[config.mk]
export PLATFORM = sky130hd
export DESIGN_NAME = fpu_req_arbiter
export DESIGN_NICKNAME = d
export VERILOG_FILES = /design/src/rtl/fpu_req_arbiter.sv
export SDC_FILE = /design/constraint.sdc
export NUM_CORES = 1
export LEC_CHECK = 0
export CORE_AREA = 2 2 167 169
export DETAILED_ROUTE_END_ITERATION = 10
export DIE_AREA = 0 0 169 171
export MAX_ROUTING_LAYER = met4
export PLACE_DENSITY = 0.56
export SETUP_SLACK_MARGIN = 0.2
export SYNTH_ARGS = -nofsm -noshare
export SYNTH_HDL_FRONTEND = slang
export SYNTH_SLANG_ARGS = --single-unit
[constraint.sdc]
create_clock -name Clk -period 6.87 [get_ports Clk]
set_clock_uncertainty 0.1 [all_clocks]
set_input_delay 1.0305 -clock Clk [delete_from_list [all_inputs] [get_ports Clk]]
set_output_delay 1.0305 -clock Clk [all_outputs]
set_load 0.02 [all_outputs]
[src/rtl/fpu_req_arbiter.sv]
// fpu_req_arbiter: four-requester round-robin front end for one shared FPU core.
// Optional build macro FPU_ARB_OPCHK_EN enables the illegal-opcode check
// (op > 3 answered directly with rsp_err=1, never issued to the core).
module fpu_req_arbiter (
    input  logic         Clk,
    input  logic         RstN,
    input  logic [3:0]   req_valid,
    output logic [3:0]   req_ready,
    input  logic [127:0] req_a,
    input  logic [127:0] req_b,
    input  logic [15:0]  req_op,
    output logic [31:0]  core_a,
    output logic [31:0]  core_b,
    output logic [3:0]   core_op,
    input  logic [31:0]  core_result,
    input  logic         core_exc,
    input  logic         core_ovf,
    input  logic         core_unf,
    output logic         rsp_valid,
    input  logic         rsp_ready,
    output logic [1:0]   rsp_id,
    output logic [31:0]  rsp_result,
    output logic         rsp_exc,
    output logic         rsp_ovf,
    output logic         rsp_unf,
    output logic         rsp_err
);

    localparam int unsigned N_REQ        = 4;
    localparam int unsigned DATA_W       = 32;
    localparam int unsigned OP_W         = 4;
    localparam logic [3:0]  OP_NOP       = 4'hF;
    localparam logic [3:0]  OP_MAX_LEGAL = 4'd3;

    typedef enum logic [1:0] {
        IDLE  = 2'd0,
        ISSUE = 2'd1,
        CAPT  = 2'd2,
        RESP  = 2'd3
    } state_t;

    state_t      state;
    logic [1:0]  last_grant;
    logic        grant_found;
    logic [1:0]  grant_idx;
    logic [1:0]  cand;
    logic [31:0] grant_a;
    logic [31:0] grant_b;
    logic [3:0]  grant_op;
    logic        grant_illegal;

    // Round-robin search starting one past the last winner; only offered in IDLE.
    always_comb begin
        grant_found = 1'b0;
        grant_idx   = last_grant;
        cand        = '0;
        req_ready   = '0;
        if (state == IDLE) begin
            for (int unsigned k = 1; k <= N_REQ; k++) begin
                cand = last_grant + 2'(k);
                if (!grant_found && req_valid[cand]) begin
                    grant_found = 1'b1;
                    grant_idx   = cand;
                end
            end
        end
        if (grant_found) begin
            req_ready[grant_idx] = 1'b1;
        end
    end

    // Winner's payload slices.
    always_comb begin
        grant_a  = req_a[DATA_W*grant_idx +: DATA_W];
        grant_b  = req_b[DATA_W*grant_idx +: DATA_W];
        grant_op = req_op[OP_W*grant_idx +: OP_W];
    end

`ifdef FPU_ARB_OPCHK_EN
    assign grant_illegal = (grant_op > OP_MAX_LEGAL);

    // Error flag is decided at accept and held through the response.
    always_ff @(posedge Clk or negedge RstN) begin
        if (!RstN) begin
            rsp_err <= 1'b0;
        end else if (state == IDLE && grant_found) begin
            rsp_err <= grant_illegal;
        end
    end
`else
    assign grant_illegal = 1'b0;
    assign rsp_err       = 1'b0;
`endif

    // Control FSM with registered core and response outputs.
    always_ff @(posedge Clk or negedge RstN) begin
        if (!RstN) begin
            state      <= IDLE;
            last_grant <= 2'd3;
            core_a     <= '0;
            core_b     <= '0;
            core_op    <= OP_NOP;
            rsp_valid  <= 1'b0;
            rsp_id     <= '0;
            rsp_result <= '0;
            rsp_exc    <= 1'b0;
            rsp_ovf    <= 1'b0;
            rsp_unf    <= 1'b0;
        end else begin
            case (state)
                IDLE: begin
                    if (grant_found) begin
                        last_grant <= grant_idx;
                        rsp_id     <= grant_idx;
                        if (grant_illegal) begin
                            rsp_result <= '0;
                            rsp_exc    <= 1'b0;
                            rsp_ovf    <= 1'b0;
                            rsp_unf    <= 1'b0;
                            rsp_valid  <= 1'b1;
                            state      <= RESP;
                        end else begin
                            core_a  <= grant_a;
                            core_b  <= grant_b;
                            core_op <= grant_op;
                            state   <= ISSUE;
                        end
                    end
                end
                ISSUE: begin
                    core_op <= OP_NOP;
                    state   <= CAPT;
                end
                CAPT: begin
                    rsp_result <= core_result;
                    rsp_exc    <= core_exc;
                    rsp_ovf    <= core_ovf;
                    rsp_unf    <= core_unf;
                    rsp_valid  <= 1'b1;
                    state      <= RESP;
                end
                RESP: begin
                    if (rsp_ready) begin
                        rsp_valid <= 1'b0;
                        state     <= IDLE;
                    end
                end
                default: begin
                    state <= IDLE;
                end
            endcase
        end
    end

endmodule

=== Word-level counts from Yosys, hierarchy flattened ===
Cells that the tools add are included.

* Register bits: 110
* Input port bits: 314
* Output and inout bits: 111
* Logic and storage cells: 73

* Add/subtract/negate cells: 3
* Magnitude comparators: 6
* Eq/ne operators: 5
* Shifts and indexed selects: 3
* Multiplexer cells: 31
* Reduce and logical (&&, ||, !) cells: 14

{| class="wikitable"
|+ Operators with widths
! cell !! count
|-
| 128-bit by 8-bit indexed part select with 32-bit output || 2
|-
| 16-bit by 5-bit indexed part select with 4-bit output || 1
|-
| 2-bit by 3-bit < comparator with 1-bit output, second input constant || 5
|-
| 1-bit 2-to-1 mux || 14
|-
| 2-bit 2-to-1 mux || 7
|-
| 1-bit binary-select mux with 2-bit select || 4
|-
| 4-bit 2-to-1 mux || 2
|-
| 2-bit one-hot mux with 4 select lines || 1
|-
| 4-bit one-hot mux with 2 select lines || 1
|-
| 2-bit AND reduction || 4
|-
| 2-bit adder, second input constant || 2
|-
| 2-bit == test, second input constant || 2
|-
| 1-bit logical AND || 4
|-
| 2-bit != test, second input constant || 2
|-
| 2-bit nonzero test || 2
|-
| 1-bit zero test || 3
|-
| 2-bit by 1-bit adder with 2-bit output, second input constant || 1
|-
| 1-bit demux with 2-bit select || 1
|-
| 2-bit by 1-bit == test with 1-bit output, second input constant || 1
|-
| 2-bit by 1-bit >= comparator with 1-bit output, second input constant || 1
|-
| 2-bit zero test || 1
|-
| 1-bit one-hot mux with 2 select lines || 1
|}

=== Logic depth before layout (Yosys ltp) ===
Gate-level depths: netlist of the first run.

* Word-level depth: 22
* Mapped depth: 11
* Gate-level depth less buffers: 9

=== Worst setup path after synthesis of the first run ===
Ideal clock, no wire load.

* Path kind: input to output
* Start: input req_valid[3]
* End: output req_ready[0]
* Arrival time: 2441 ps
* Required time: 5739 ps
* Setup slack: 3299 ps
* Cell stages on the path: 7
* Buffers on the path: 2
* Cells stage by stage: inv_1 > nor2_1 > o32ai_2 > inv_2 > buf_6 > buf_2 > nor3_1

* Cells in the longest elaborated chain, start to end: 21
* Elaborated cells on any way between the ends: 33
* Those cells by class: order compare: 2; mux: 24; reduce/logical: 7

{| class="wikitable"
|+ Ends and longest elaborated chain
! item !! line !! source
|-
| start: declaration || 7 || <nowiki>input logic [3:0] req_valid,</nowiki>
|-
| 1-bit binary-select mux with 2-bit select || 61 || <nowiki>if (!grant_found && req_valid[cand]) begin</nowiki>
|-
| 1-bit 2-to-1 mux (implied by the code) || 61 ||
|-
| 1-bit 2-to-1 mux || 61 ||
|-
| 1-bit 2-to-1 mux || 58 || <nowiki>if (state == IDLE) begin</nowiki>
|-
| 1-bit zero test || 61 ||
|-
| 1-bit logical AND || 61 ||
|-
| 1-bit 2-to-1 mux || 61 ||
|-
| 1-bit 2-to-1 mux || 58 ||
|-
| (+5 left out) || -- ||
|-
| 1-bit logical AND || 61 ||
|-
| 2-bit 2-to-1 mux || 61 ||
|-
| 2-bit 2-to-1 mux || 58 ||
|-
| 2-bit by 3-bit < comparator with 1-bit output (implied by the code) / 2-bit by 1-bit >= comparator with 1-bit output (equally long branches) || 68 || <nowiki>req_ready[grant_idx] = 1'b1;</nowiki>
|-
| 1-bit logical AND (implied by the code) || 68 ||
|-
| 1-bit 2-to-1 mux (implied by the code) || 68 ||
|-
| 1-bit demux with 2-bit select || 68 ||
|-
| 4-bit 2-to-1 mux * || 67 || <nowiki>if (grant_found) begin</nowiki>
|-
| end: declaration || 8 || <nowiki>output logic [3:0] req_ready,</nowiki>
|}

Every way passes the cells marked *; elsewhere a longest branch is shown, timed or not. The select of a mux whose other input is x is not followed.

=== Worst setup path in the final report of the first run ===
* Start: input req_valid[1]
* End: output req_ready[1]

Same word-level chain as after synthesis.

==> qor.txt, run 1 <==
Net Sw Power -> 0.00196 W
Initial DRC Count -> 229
standard cell core area -> 27300 um^2
Setup crit end kind -> primary output
hold violation total from the final report -> 0
critical path peak fanout -> 72
last weighted congestion value of the routability-driven placer -> 0.807
routing usage on met1 -> 18.5%
status -> completed
critical path data arrival time -> 3.56 ns
aggregate routed wire length -> 24.0 mm
Via Count -> 5791
Initial Utilization -> 22.5%
most frequent cells after synthesis -> sky130_fd_sc_hd__dfrtp_1, sky130_fd_sc_hd__mux2_2, sky130_fd_sc_hd__nor2_1
Yosys reg bits -> 110
maxcap violations -> 0
number of synthesized flops with an enable pin -> 0
final period demand of the worst path -> 4.69 ns
Sequential Area -> 2760 um^2
CTS clock-pin slew for the worst setup and hold paths -> 0.08 ns
Layout fillers -> 2735
Tcrit/Tclk final -> 68.3%
Worst-Margin Slew -> 0.973 ns
Yosys cell types -> 37
Slew Viols, Final -> 0
leading cell types by total area after synthesis -> sky130_fd_sc_hd__dfrtp_1, sky130_fd_sc_hd__mux2_2, sky130_fd_sc_hd__mux2i_1
clock sink count -> 110
required time of the critical path -> 5.74 ns
Most Used Layer, Global Route -> met2
worst-case clock buffer depth -> 2
power density cells -> 434 nW/um^2
Synth top area share -> 42.3%
Rows -> 61
Final setup violation count -> 0
number of non-filler instances in the completed layout -> 1269
proportion of power drawn by combinational gates -> 64.2%
TritonCTS clock tree -> done
DR pass1 iterations -> 4
CTS H-Tree Depth -> 3
async set or reset register ratio after synthesis -> 100%
post-synthesis cell type with the largest combined area -> sky130_fd_sc_hd__dfrtp_1
library cell used as clock root buffer -> sky130_fd_sc_hd__clkbuf_16
# Post-CTS Setup Buffers -> 0
total CTS buffers -> 9
most numerous cell in the Yosys netlist -> sky130_fd_sc_hd__dfrtp_1
syn avg cell area -> 11.8 um^2
I/O pin count -> 425
first-pass GRT wire length -> 34.7 mm
maximum achievable frequency -> 0.213 GHz
switching share of total power -> 41.1%
sequential share of the synthesized area -> 44.8%
area used by multi-input combinational logic -> 3170 um^2
Max transition margin -> 35.1%
post-synth design cell area -> 6160 um^2
final-layout setup total negative slack -> 0 ns
total power consumption of the routed design -> 0.00476 W
fin nets -> 1237
number of antenna cells inserted -> 0
type of the tightest min-delay check -> reg -> reg
Overflow after GRT -> 0
pin count of the biggest net entering global routing -> 73
Avg Vias per Cell -> 4.56
RSZ-0062 raised after global routing -> no
count of hold buffers inserted by post-cts repair -> 0
routed length per instance -> 18.9 um
buffers added on ports -> 423
synthesized netlist net count -> 839
clock group share of total power -> 11.2%
commonest register cell after synthesis -> sky130_fd_sc_hd__dfrtp_1
remaining design rule violation count -> 0
VDD IR-drop max -> 0.000204 V
die boundary height -> 171 um
crit start category -> input pin
Inst Count DP -> 1253
number of warnings printed during yosys synthesis -> 0
portion of total power attributed to sequential cells -> 24.6%
Total Routing Usage GR -> 16.2%
antenna violation net count after detailed routing -> 0
P_int -> 0.00280 W
number of antenna violations at the first check in global routing -> 0
Die Wd -> 169 um
DIE AREA -> 28900 um^2
number of global-route vias before repair -> 5997
met2 usage in global routing -> 28.5%
Crit Path Category -> in -> out
synthesis-to-finish area growth -> 78.0%
share of post-route cells with drive strength above 1 -> 14.8%
number of instances resized during post-cts repair -> 0
Detail Placement HPWL -> 17.9 mm
gate count after technology mapping -> 520
clock latency on the worst-skew pair -> 0.35 ns
GR met3 Demand/Resource -> 3.52%
worst slack on hold paths -> 0.408 ns
leakage power summed over all cells -> 4.53 nW
-- kinds of logic (layout without fill, tap and decap cells) --
family,after synthesis,count (layout),share of synthesized area [%]
AOI/OAI and AO/OA,92,92,13.9
adders and majority gates,5,5,1.02
buffers and inverters,49,452,3.88
DFF,110,110,44.8
muxes,167,167,29.8
other,1,1,0.0609
and+or+nand+nor,96,96,6.54
-- worst max-delay path, stage by stage --
cell and delay [ns]:
sky130_fd_sc_hd__clkdlybuf4s50_1 0.53, sky130_fd_sc_hd__nor2_1 0.11, sky130_fd_sc_hd__o32ai_2 0.56, sky130_fd_sc_hd__inv_6 0.37
sky130_fd_sc_hd__nor3_1 0.31, sky130_fd_sc_hd__clkdlybuf4s50_1 0.64
-- power groups by stage --
| stage | Clock (W) | Sequential [W] | Combinational, W |
|---|---|---|---|
| after floorplan | 0 | 0.00154 | 0.00154 |
| after global placement | 0 | 0.00118 | 0.00309 |
| after detailed placement | 0 | 0.00118 | 0.00311 |
| after CTS | 0.000563 | 0.00118 | 0.00311 |
| after global routing | 0.000583 | 0.00122 | 0.00326 |
| final | 0.000533 | 0.00117 | 0.00305 |
-- sequential cells by signal (all words and copies together) (netlist names) --
name and count:
core_a 32, core_b 32, core_op 4, last_grant 2, rsp_exc 1, rsp_id 2
rsp_ovf 1, rsp_result 32, rsp_unf 1, rsp_valid 1, state 2
-- metrics by stage --
stage	worst slack (ns)	cell area (um^2)	util [%]
floorplan	3.30	6160	-
global placement	2.13	10700	39.0
detailed placement	2.12	10700	39.0
CTS	2.09	11000	40.1
global route	2.00	11000	40.1
finish	2.18	11000	40.1
-- worst paths after layout --
check	start	to	slack (ns)	depth (start not counted)
worst min-delay path	rsp_result[20]	rsp_result[20]	0.41	1
max in group asynchronous	RstN	core_b[0]	4.75	2
min in group asynchronous	RstN	rsp_result[19]	0.60	1
worst max-delay path	req_valid[1]	req_ready[1]	2.18	6
worst min register to register	rsp_result[20]	rsp_result[20]	0.41	1
worst max register to register	state[0]	core_a[0]	3.06	9
-- placed cells by master, fill, tap and decap left out, types with 2 or more instances in the layout --
cell type / synthesis / final
sky130_fd_sc_hd__clkbuf_16: 0 / 9
sky130_fd_sc_hd__a221o_1: 64 / 64
sky130_fd_sc_hd__mux2_4: 10 / 10
sky130_fd_sc_hd__inv_6: 0 / 4
sky130_fd_sc_hd__a21oi_1: 6 / 6
sky130_fd_sc_hd__ha_1: 5 / 4
sky130_fd_sc_hd__buf_4: 1 / 6
sky130_fd_sc_hd__mux2i_1: 68 / 68
sky130_fd_sc_hd__inv_1: 6 / 6
sky130_fd_sc_hd__o21ai_0: 4 / 4
sky130_fd_sc_hd__nand2_1: 5 / 5
sky130_fd_sc_hd__mux2_1: 3 / 3
sky130_fd_sc_hd__o21ba_2: 5 / 5
sky130_fd_sc_hd__nor3_1: 10 / 10
sky130_fd_sc_hd__dfrtp_1: 104 / 104
sky130_fd_sc_hd__nor2_4: 2 / 2
sky130_fd_sc_hd__a211oi_1: 4 / 4
sky130_fd_sc_hd__o21a_1: 2 / 2
sky130_fd_sc_hd__clkinv_8: 0 / 2
sky130_fd_sc_hd__clkdlybuf4s50_1: 0 / 422
sky130_fd_sc_hd__nor2_1: 73 / 73
sky130_fd_sc_hd__mux2_2: 86 / 86
sky130_fd_sc_hd__dfstp_2: 6 / 6
-- final cells by class --
type                    instances  share of cell area (%)
repair buffers                428                    39.0
multi-input cells             361                    28.9
flip-flops and latches        110                    25.2
well taps                     346                    3.95
clock buffers                  10                    2.09
clock inverters                 6                   0.617
inverters                       8                   0.320
-- layer usage --
metal	up-vias	share of wire, %
met1	2760	40
met4	0	1.7
met3	18	7.1
met2	270	51
li1	2743	-
met5	-	0
(Power assumes the default switching activity.)
==> inputs of run 2 (changes only) <==
--- a/config.mk
+++ b/config.mk
@@ -5,11 +5,11 @@
 export SDC_FILE = /design/constraint.sdc
 export NUM_CORES = 1
 export LEC_CHECK = 0
-export CORE_AREA = 2 2 167 169
+export CORE_AREA = 2 2 164 166
 export DETAILED_ROUTE_END_ITERATION = 10
-export DIE_AREA = 0 0 169 171
+export DIE_AREA = 0 0 166 168
 export MAX_ROUTING_LAYER = met4
-export PLACE_DENSITY = 0.56
+export PLACE_DENSITY = 0.58
 export SETUP_SLACK_MARGIN = 0.2
 export SYNTH_ARGS = -nofsm -noshare
 export SYNTH_HDL_FRONTEND = slang
==> constraint.sdc (replaced) <==
create_clock -name Clk -period 4.5 [get_ports Clk]
set_clock_uncertainty 0.1 [all_clocks]
set_input_delay 0.675 -clock Clk [delete_from_list [all_inputs] [get_ports Clk]]
set_output_delay 0.675 -clock Clk [all_outputs]
set_load 0.02 [all_outputs]
==> run 2 against run 1 <==
- count of clock-buffer cells in the layout unchanged
- non-clock buffer count increased by 3
- utilization rose by 1.6 points
- largest cell class unchanged
- highest routed layer unchanged
- sequential share of layout area is 0.097 points lower
- cell area grew 0.39%
- sequential cell count unchanged
- power up 53%
- cell count shrank 0.16%
- clock power up 49%
- critical endpoint is now req_ready[0]
- first-iteration DRC count increased by 24%
- worst hold slack lost 0.15 ns
- combinational power rose by 54%
==> qor.txt, run 2 (synthesis results as in run 1) <==
status -> completed (unchanged)
peak per-stage delay on the critical path -> 0.63 ns (was 0.64 ns)
remaining design rule violation count -> 0 (unchanged)
routed length per instance -> 18.8 um (was 18.9 um)
buffers added on ports -> 423 (unchanged)
commonest cells after routing, fill and taps aside -> sky130_fd_sc_hd__clkdlybuf4s50_1, sky130_fd_sc_hd__dfrtp_1, sky130_fd_sc_hd__mux2_2 (unchanged)
DIE AREA -> 27900 um^2 (was 28900 um^2)
RSZ-0062 raised after global routing -> no (unchanged)
TritonCTS clock tree -> done (unchanged)
power density cells -> 663 nW/um^2 (was 434 nW/um^2)
synthesis-to-finish area growth -> 78.7% (was 78.0%)
CTS H-Tree Depth -> 3 (unchanged)
Overflow after GRT -> 0 (unchanged)
Via Count -> 5829 (was 5791)
number of global-route vias before repair -> 5934 (was 5997)
critical path peak fanout -> 8 (was 72)
Total Routing Usage GR -> 16.9% (was 16.2%)
pin count of the biggest net entering global routing -> 120 (was 73)
I/O pin count -> 425 (unchanged)
library cell used as clock root buffer -> sky130_fd_sc_hd__clkbuf_16 (unchanged)
Worst-Margin Slew -> 0.934 ns (was 0.973 ns)
routed metal-1 wire length -> 10.2 mm (was 9.63 mm)
leakage power summed over all cells -> 4.55 nW (was 4.53 nW)
crit start category -> input pin (unchanged)
share of post-route cells with drive strength above 1 -> 15.1% (was 14.8%)
type of the tightest min-delay check -> in -> async (was reg -> reg)
Crit path buffers/inverters -> 3 (unchanged)
maximum achievable frequency -> 0.267 GHz
CTS clock-pin slew for the worst setup and hold paths -> 0.09 ns (was 0.08 ns)
first-pass GRT wire length -> 35.6 mm (was 34.7 mm)
maxcap violations -> 0 (unchanged)
number of antenna violations at the first check in global routing -> 0 (unchanged)
final-layout setup total negative slack -> 0 ns (unchanged)
number of instances resized during post-cts repair -> 0 (unchanged)
total power consumption of the routed design -> 0.00729 W (was 0.00476 W)
count of hold buffers inserted by post-cts repair -> 0 (unchanged)
Setup crit end kind -> primary output (unchanged)
most frequent standard cell in the layout excluding fill and tap cells -> sky130_fd_sc_hd__clkdlybuf4s50_1 (unchanged)
aggregate routed wire length -> 23.9 mm (was 24.0 mm)
worst-case clock buffer depth -> 2 (unchanged)
final period demand of the worst path -> 3.74 ns
detailed-routed wire length on met2 -> 11.8 mm (was 12.2 mm)
required time of the critical path -> 3.72 ns (was 5.74 ns)
Initial DRC Count -> 283 (was 229)
standard cell core area -> 26400 um^2 (was 27300 um^2)
cell breakdown of the critical path -> clkdlybuf4s50_1, nor3b_1, o21a_1, o21bai_2, nor2_4, inv_1, nor3_1, clkdlybuf4s50_1 (was clkdlybuf4s50_1, nor2_1, o32ai_2, inv_6, nor3_1, clkdlybuf4s50_1)
worst slack on hold paths -> 0.255 ns (was 0.408 ns)
Detail Placement HPWL -> 17.6 mm (was 17.9 mm)
final cell area excluding filler cells -> 11000 um^2 (about the same)
placed instance area -> 10700 um^2 (about the same)
Tcrit/Tclk final -> 83.1%
Most common cell on crit path -> sky130_fd_sc_hd__clkdlybuf4s50_1 (unchanged)
Max transition margin -> 37.8% (was 35.1%)
antenna violation net count after detailed routing -> 0 (unchanged)
Initial Utilization -> 23.4% (was 22.5%)
Die Wd -> 166 um (was 169 um)
Avg Vias per Cell -> 4.60 (was 4.56)
Layout Utilization -> 41.8% (was 40.1%)
Rows -> 60 (was 61)
DR pass1 iterations -> 4 (unchanged)
worst-path cell with the longest stage delay -> sky130_fd_sc_hd__clkdlybuf4s50_1 (unchanged)
total CTS buffers -> 9 (unchanged)
fin nets -> 1240 (was 1237)
last weighted congestion value of the routability-driven placer -> 0.781 (was 0.807)
critical path data arrival time -> 2.96 ns (was 3.56 ns)
metal3 WL -> 1.48 mm (was 1.69 mm)
clock sink count -> 110 (unchanged)
hold violation total from the final report -> 0 (unchanged)
critical path's top delay family -> buffers and inverters (unchanged)
largest registers -> core_a: 32 flops, core_b: 32 flops, rsp_result: 32 flops (unchanged)
Crit Path Category -> in -> out (unchanged)
# Post-CTS Setup Buffers -> 0 (unchanged)
clock latency on the worst-skew pair -> 0.36 ns (was 0.35 ns)
Slew Viols, Final -> 0 (unchanged)
top routing layer in use -> met4 (unchanged)
VDD IR-drop max -> 0.000604 V (was 0.000204 V)
die boundary height -> 168 um (was 171 um)
Final setup violation count -> 0 (unchanged)
Worst R2R Setup Slack -> 1.21 ns (was 3.06 ns)
number of antenna cells inserted -> 0 (unchanged)
[run 2: changes by cell type in the layout (fill, tap and decap cells not counted), sizes merged]
| cell | delta |
|---|---|
| clkinvlp | +1 |
| buf | +3 |
| inv | -1 |
[run 2: worst paths after layout]
kind | start | end | cells after the start
worst min-delay path | RstN | rsp_result[3] | 2
worst max-delay path | req_valid[3] | req_ready[0] | 8
min in group Clk | rsp_id[1] | rsp_id[1] | 2
worst max register to register | state[0] | core_b[23] | 10
worst min register to register | rsp_id[1] | rsp_id[1] | 2
max in group asynchronous | RstN | core_b[1] | 2
[run 2: where the power goes]
group,switching (W),internal [W]
clock network,0.000408,0.000388
registers,0.000282,0.00151
logic,0.00229,0.00241
total,0.00298,0.00431
[run 2: final cells by class]
type                    instances  area [um^2]
fillers                      2594        15300
inverters                       8         35.0
clock inverters                 6         56.3
flip-flops and latches        110         2760
well taps                     341          427
clock buffers                  10          229
multi-input cells             361         3170
repair buffers                431         4330
[run 2: per-stage QoR]
| step | instances | setup slack (ns) |
|---|---|---|
| floorplan | 520 | 1.64 |
| detailed placement | 1251 | 0.759 |
| global route | 1267 | 0.536 |
| global placement | 1251 | 0.780 |
| CTS | 1267 | 0.743 |
| finish | 1267 | 0.761 |
[run 2: per-layer routing]
layer | global-route usage (%) | up-vias
li1 | - | 2757
met4 | 4.01 | 0
met2 | 28.5 | 270
met5 | - | -
met3 | 3.83 | 21
met1 | 20.7 | 2781
[run 2: worst register-to-register path, stage by stage (launching register included)]
cell and delay [ns]:
sky130_fd_sc_hd__dfrtp_1 0.42, sky130_fd_sc_hd__inv_1 0.14, sky130_fd_sc_hd__ha_1 0.27, sky130_fd_sc_hd__inv_2 0.08, sky130_fd_sc_hd__nor3_1 0.23, sky130_fd_sc_hd__o32ai_2 0.11, sky130_fd_sc_hd__buf_4 0.18, sky130_fd_sc_hd__inv_6 0.16
sky130_fd_sc_hd__buf_12 0.53, sky130_fd_sc_hd__mux2_2 0.63, sky130_fd_sc_hd__a221o_1 0.32
==> inputs of run 3 (changes only) <==
==> constraint.sdc (replaced) <==
create_clock -name Clk -period 3.7 [get_ports Clk]
set_clock_uncertainty 0.1 [all_clocks]
set_input_delay 0.555 -clock Clk [delete_from_list [all_inputs] [get_ports Clk]]
set_output_delay 0.555 -clock Clk [all_outputs]
set_load 0.02 [all_outputs]
==> run 3 against run 2 <==
- combinational power increased by 22%
- via count decreased by 0.62%
- sequential cell count unchanged
- setup slack got worse by 0.41 ns
- first-iteration DRC count decreased by 6.4%
- count of clock-buffer cells in the layout unchanged
- utilization increased by 0.21 points
- register-to-register slack got worse by 0.28 ns
- clock power increased by 31%
- cell count increased by 0.32%
- power increased by 23%
- largest power group unchanged
==> qor.txt, run 3 (synthesis results as in run 1) <==
Layout fillers -> 2544 (was 2594)
Tcrit/Tclk final -> 90.5%
total power consumption of the routed design -> 0.00896 W (was 0.00729 W)
cell breakdown of the critical path -> inv_1, ha_1, inv_2, a311o_1, o21bai_4, nor2_4, nor3_1, clkdlybuf4s50_1 (was clkdlybuf4s50_1, nor3b_1, o21a_1, o21bai_2, nor2_4, inv_1, nor3_1, clkdlybuf4s50_1)
Initial Utilization -> 23.4% (unchanged)
buffers added on ports -> 423 (unchanged)
final-layout setup total negative slack -> 0 ns (unchanged)
maximum achievable frequency -> 0.299 GHz
fin nets -> 1243 (was 1240)
DIE AREA -> 27900 um^2 (unchanged)
Overflow after GRT -> 0 (unchanged)
worst slack on hold paths -> 0.122 ns (was 0.255 ns)
type of the tightest min-delay check -> in -> async (unchanged)
RSZ-0062 raised after global routing -> no (unchanged)
critical path's top delay family -> buffers and inverters (unchanged)
Crit Path Category -> reg -> out (was in -> out)
commonest cells after routing, fill and taps aside -> sky130_fd_sc_hd__clkdlybuf4s50_1, sky130_fd_sc_hd__dfrtp_1, sky130_fd_sc_hd__mux2_2 (unchanged)
Setup crit end kind -> primary output (unchanged)
count of hold buffers inserted by post-cts repair -> 0 (unchanged)
Max transition margin -> 36.2% (was 37.8%)
number of instances resized during post-cts repair -> 0 (unchanged)
worst-path cell with the longest stage delay -> sky130_fd_sc_hd__clkdlybuf4s50_1 (unchanged)
critical path startpoint -> state[1] (was req_valid[3])
Crit. path cell count -> 8 (unchanged)
required time of the critical path -> 3.04 ns (was 3.72 ns)
Reg2Reg Capture Point -> core_b[31] (was core_b[23])
Worst-Margin Slew -> 0.957 ns (was 0.934 ns)
DR pass1 iterations -> 4 (unchanged)
critical path data arrival time -> 2.69 ns (was 2.96 ns)
critical path peak fanout -> 5 (was 8)
origin of the critical flop-to-flop path -> state[1] (was state[0])
VDD IR-drop max -> 0.000541 V (was 0.000604 V)
share of post-route cells with drive strength above 1 -> 15.4% (was 15.1%)
number of antenna violations at the first check in global routing -> 1 (was 0)
final period demand of the worst path -> 3.35 ns
Detail Placement HPWL -> 18.0 mm (was 17.6 mm)
antenna violation net count after detailed routing -> 0 (unchanged)
TritonCTS clock tree -> done (unchanged)
leakage power summed over all cells -> 4.60 nW (was 4.55 nW)
standard cell core area -> 26400 um^2 (unchanged)
Layout Utilization -> 42.0% (was 41.8%)
Worst R2R Setup Slack -> 0.93 ns (was 1.21 ns)
I/O pin count -> 425 (unchanged)
synthesis-to-finish area growth -> 79.6% (was 78.7%)
Final setup violation count -> 0 (unchanged)
aggregate routed wire length -> 23.6 mm (was 23.9 mm)
Avg Vias per Cell -> 4.56 (was 4.60)
hold violation total from the final report -> 0 (unchanged)
maxcap violations -> 0 (unchanged)
timing endpoint of the critical path -> req_ready[3] (was req_ready[0])
power density cells -> 810 nW/um^2 (was 663 nW/um^2)
status -> completed (unchanged)
Inst Count DP -> 1254 (was 1251)
Worst R2R Path Depth -> 9 (was 10)
Initial DRC Count -> 265 (was 283)
Rows -> 60 (unchanged)
number of non-filler instances in the completed layout -> 1271 (was 1267)
Die Wd -> 166 um (unchanged)
largest registers -> core_a: 32 flops, core_b: 32 flops, rsp_result: 32 flops (unchanged)
library cell used as clock root buffer -> sky130_fd_sc_hd__clkbuf_16 (unchanged)
crit start category -> register (was input pin)
pin count of the biggest net entering global routing -> 80 (was 120)
remaining design rule violation count -> 0 (unchanged)
total CTS buffers -> 9 (unchanged)
number of global-route vias before repair -> 6056 (was 5934)
peak per-stage delay on the critical path -> 0.63 ns (about the same)
most frequent standard cell in the layout excluding fill and tap cells -> sky130_fd_sc_hd__clkdlybuf4s50_1 (unchanged)
last weighted congestion value of the routability-driven placer -> 0.787 (was 0.781)
Slew Viols, Final -> 0 (unchanged)
die boundary height -> 168 um (unchanged)
Crit path buffers/inverters -> 3 (unchanged)
clock sink count -> 110 (unchanged)
worst-case clock buffer depth -> 2 (unchanged)
Total Routing Usage GR -> 16.7% (was 16.9%)
CTS clock-pin slew for the worst setup and hold paths -> 0.09 ns (about the same)
routed length per instance -> 18.6 um (was 18.8 um)
Via Count -> 5793 (was 5829)
# Post-CTS Setup Buffers -> 0 (unchanged)
first-pass GRT wire length -> 35.2 mm (was 35.6 mm)
CTS H-Tree Depth -> 3 (unchanged)
clock latency on the worst-skew pair -> 0.36 ns (about the same)
## run 3: worst min path at each step
stage | startpoint | endpoint | slack (ns) | cells after the start
floorplan | RstN | core_a[0] | 0.16 | 0
global placement | rsp_id[1] | rsp_id[1] | 0.37 | 2
detailed placement | rsp_id[1] | rsp_id[1] | 0.38 | 2
CTS | RstN | rsp_result[21] | 0.16 | 1
global route | RstN | rsp_result[1] | 0.18 | 1
finish | RstN | rsp_result[21] | 0.12 | 1
## run 3: final cells by class
type                    instances  area, um^2  area share (%)
clock inverters                 6        77.6           0.702
well taps                     341         427            3.86
diodes                          1        2.50          0.0226
clock buffers                  10         229            2.07
inverters                       8        35.0           0.317
multi-input cells             361        3170            28.7
flip-flops and latches        110        2760            25.0
repair buffers                434        4350            39.4
## run 3: routing by layer
metal	track usage [%]	share of wire (%)	up-vias
met5	-	0	-
met4	4.20	1.4	0
met3	3.93	6.6	18
met2	29.1	50	259
met1	19.5	42	2767
li1	-	-	2749
## run 3: worst register-to-register path, stage by stage, from the launching register on
cell	delay, ns
sky130_fd_sc_hd__dfrtp_1	0.40
sky130_fd_sc_hd__inv_1	0.12
sky130_fd_sc_hd__ha_1	0.25
sky130_fd_sc_hd__inv_2	0.07
sky130_fd_sc_hd__nor3_1	0.23
sky130_fd_sc_hd__o32ai_2	0.17
sky130_fd_sc_hd__inv_6	0.12
sky130_fd_sc_hd__buf_12	0.38
sky130_fd_sc_hd__mux2_2	0.49
sky130_fd_sc_hd__a221o_1	0.32
## run 3: report_power, final
part | total [W] | switching [W] | internal, W | leakage (nW)
Clock | 0.00104 | 0.000501 | 0.000542 | 0.148
Sequential | 0.00219 | 0.000347 | 0.00184 | 1.32
Combinational | 0.00573 | 0.00277 | 0.00296 | 3.13
## run 3: metrics by stage
stage	area [um^2]	worst slack, ns
3_5_place_dp	10700	0.369
6_report	11100	0.353
4_1_cts	11000	0.264
2_1_floorplan	6160	0.989
3_3_place_gp	10700	0.371
5_1_grt	11100	0.223
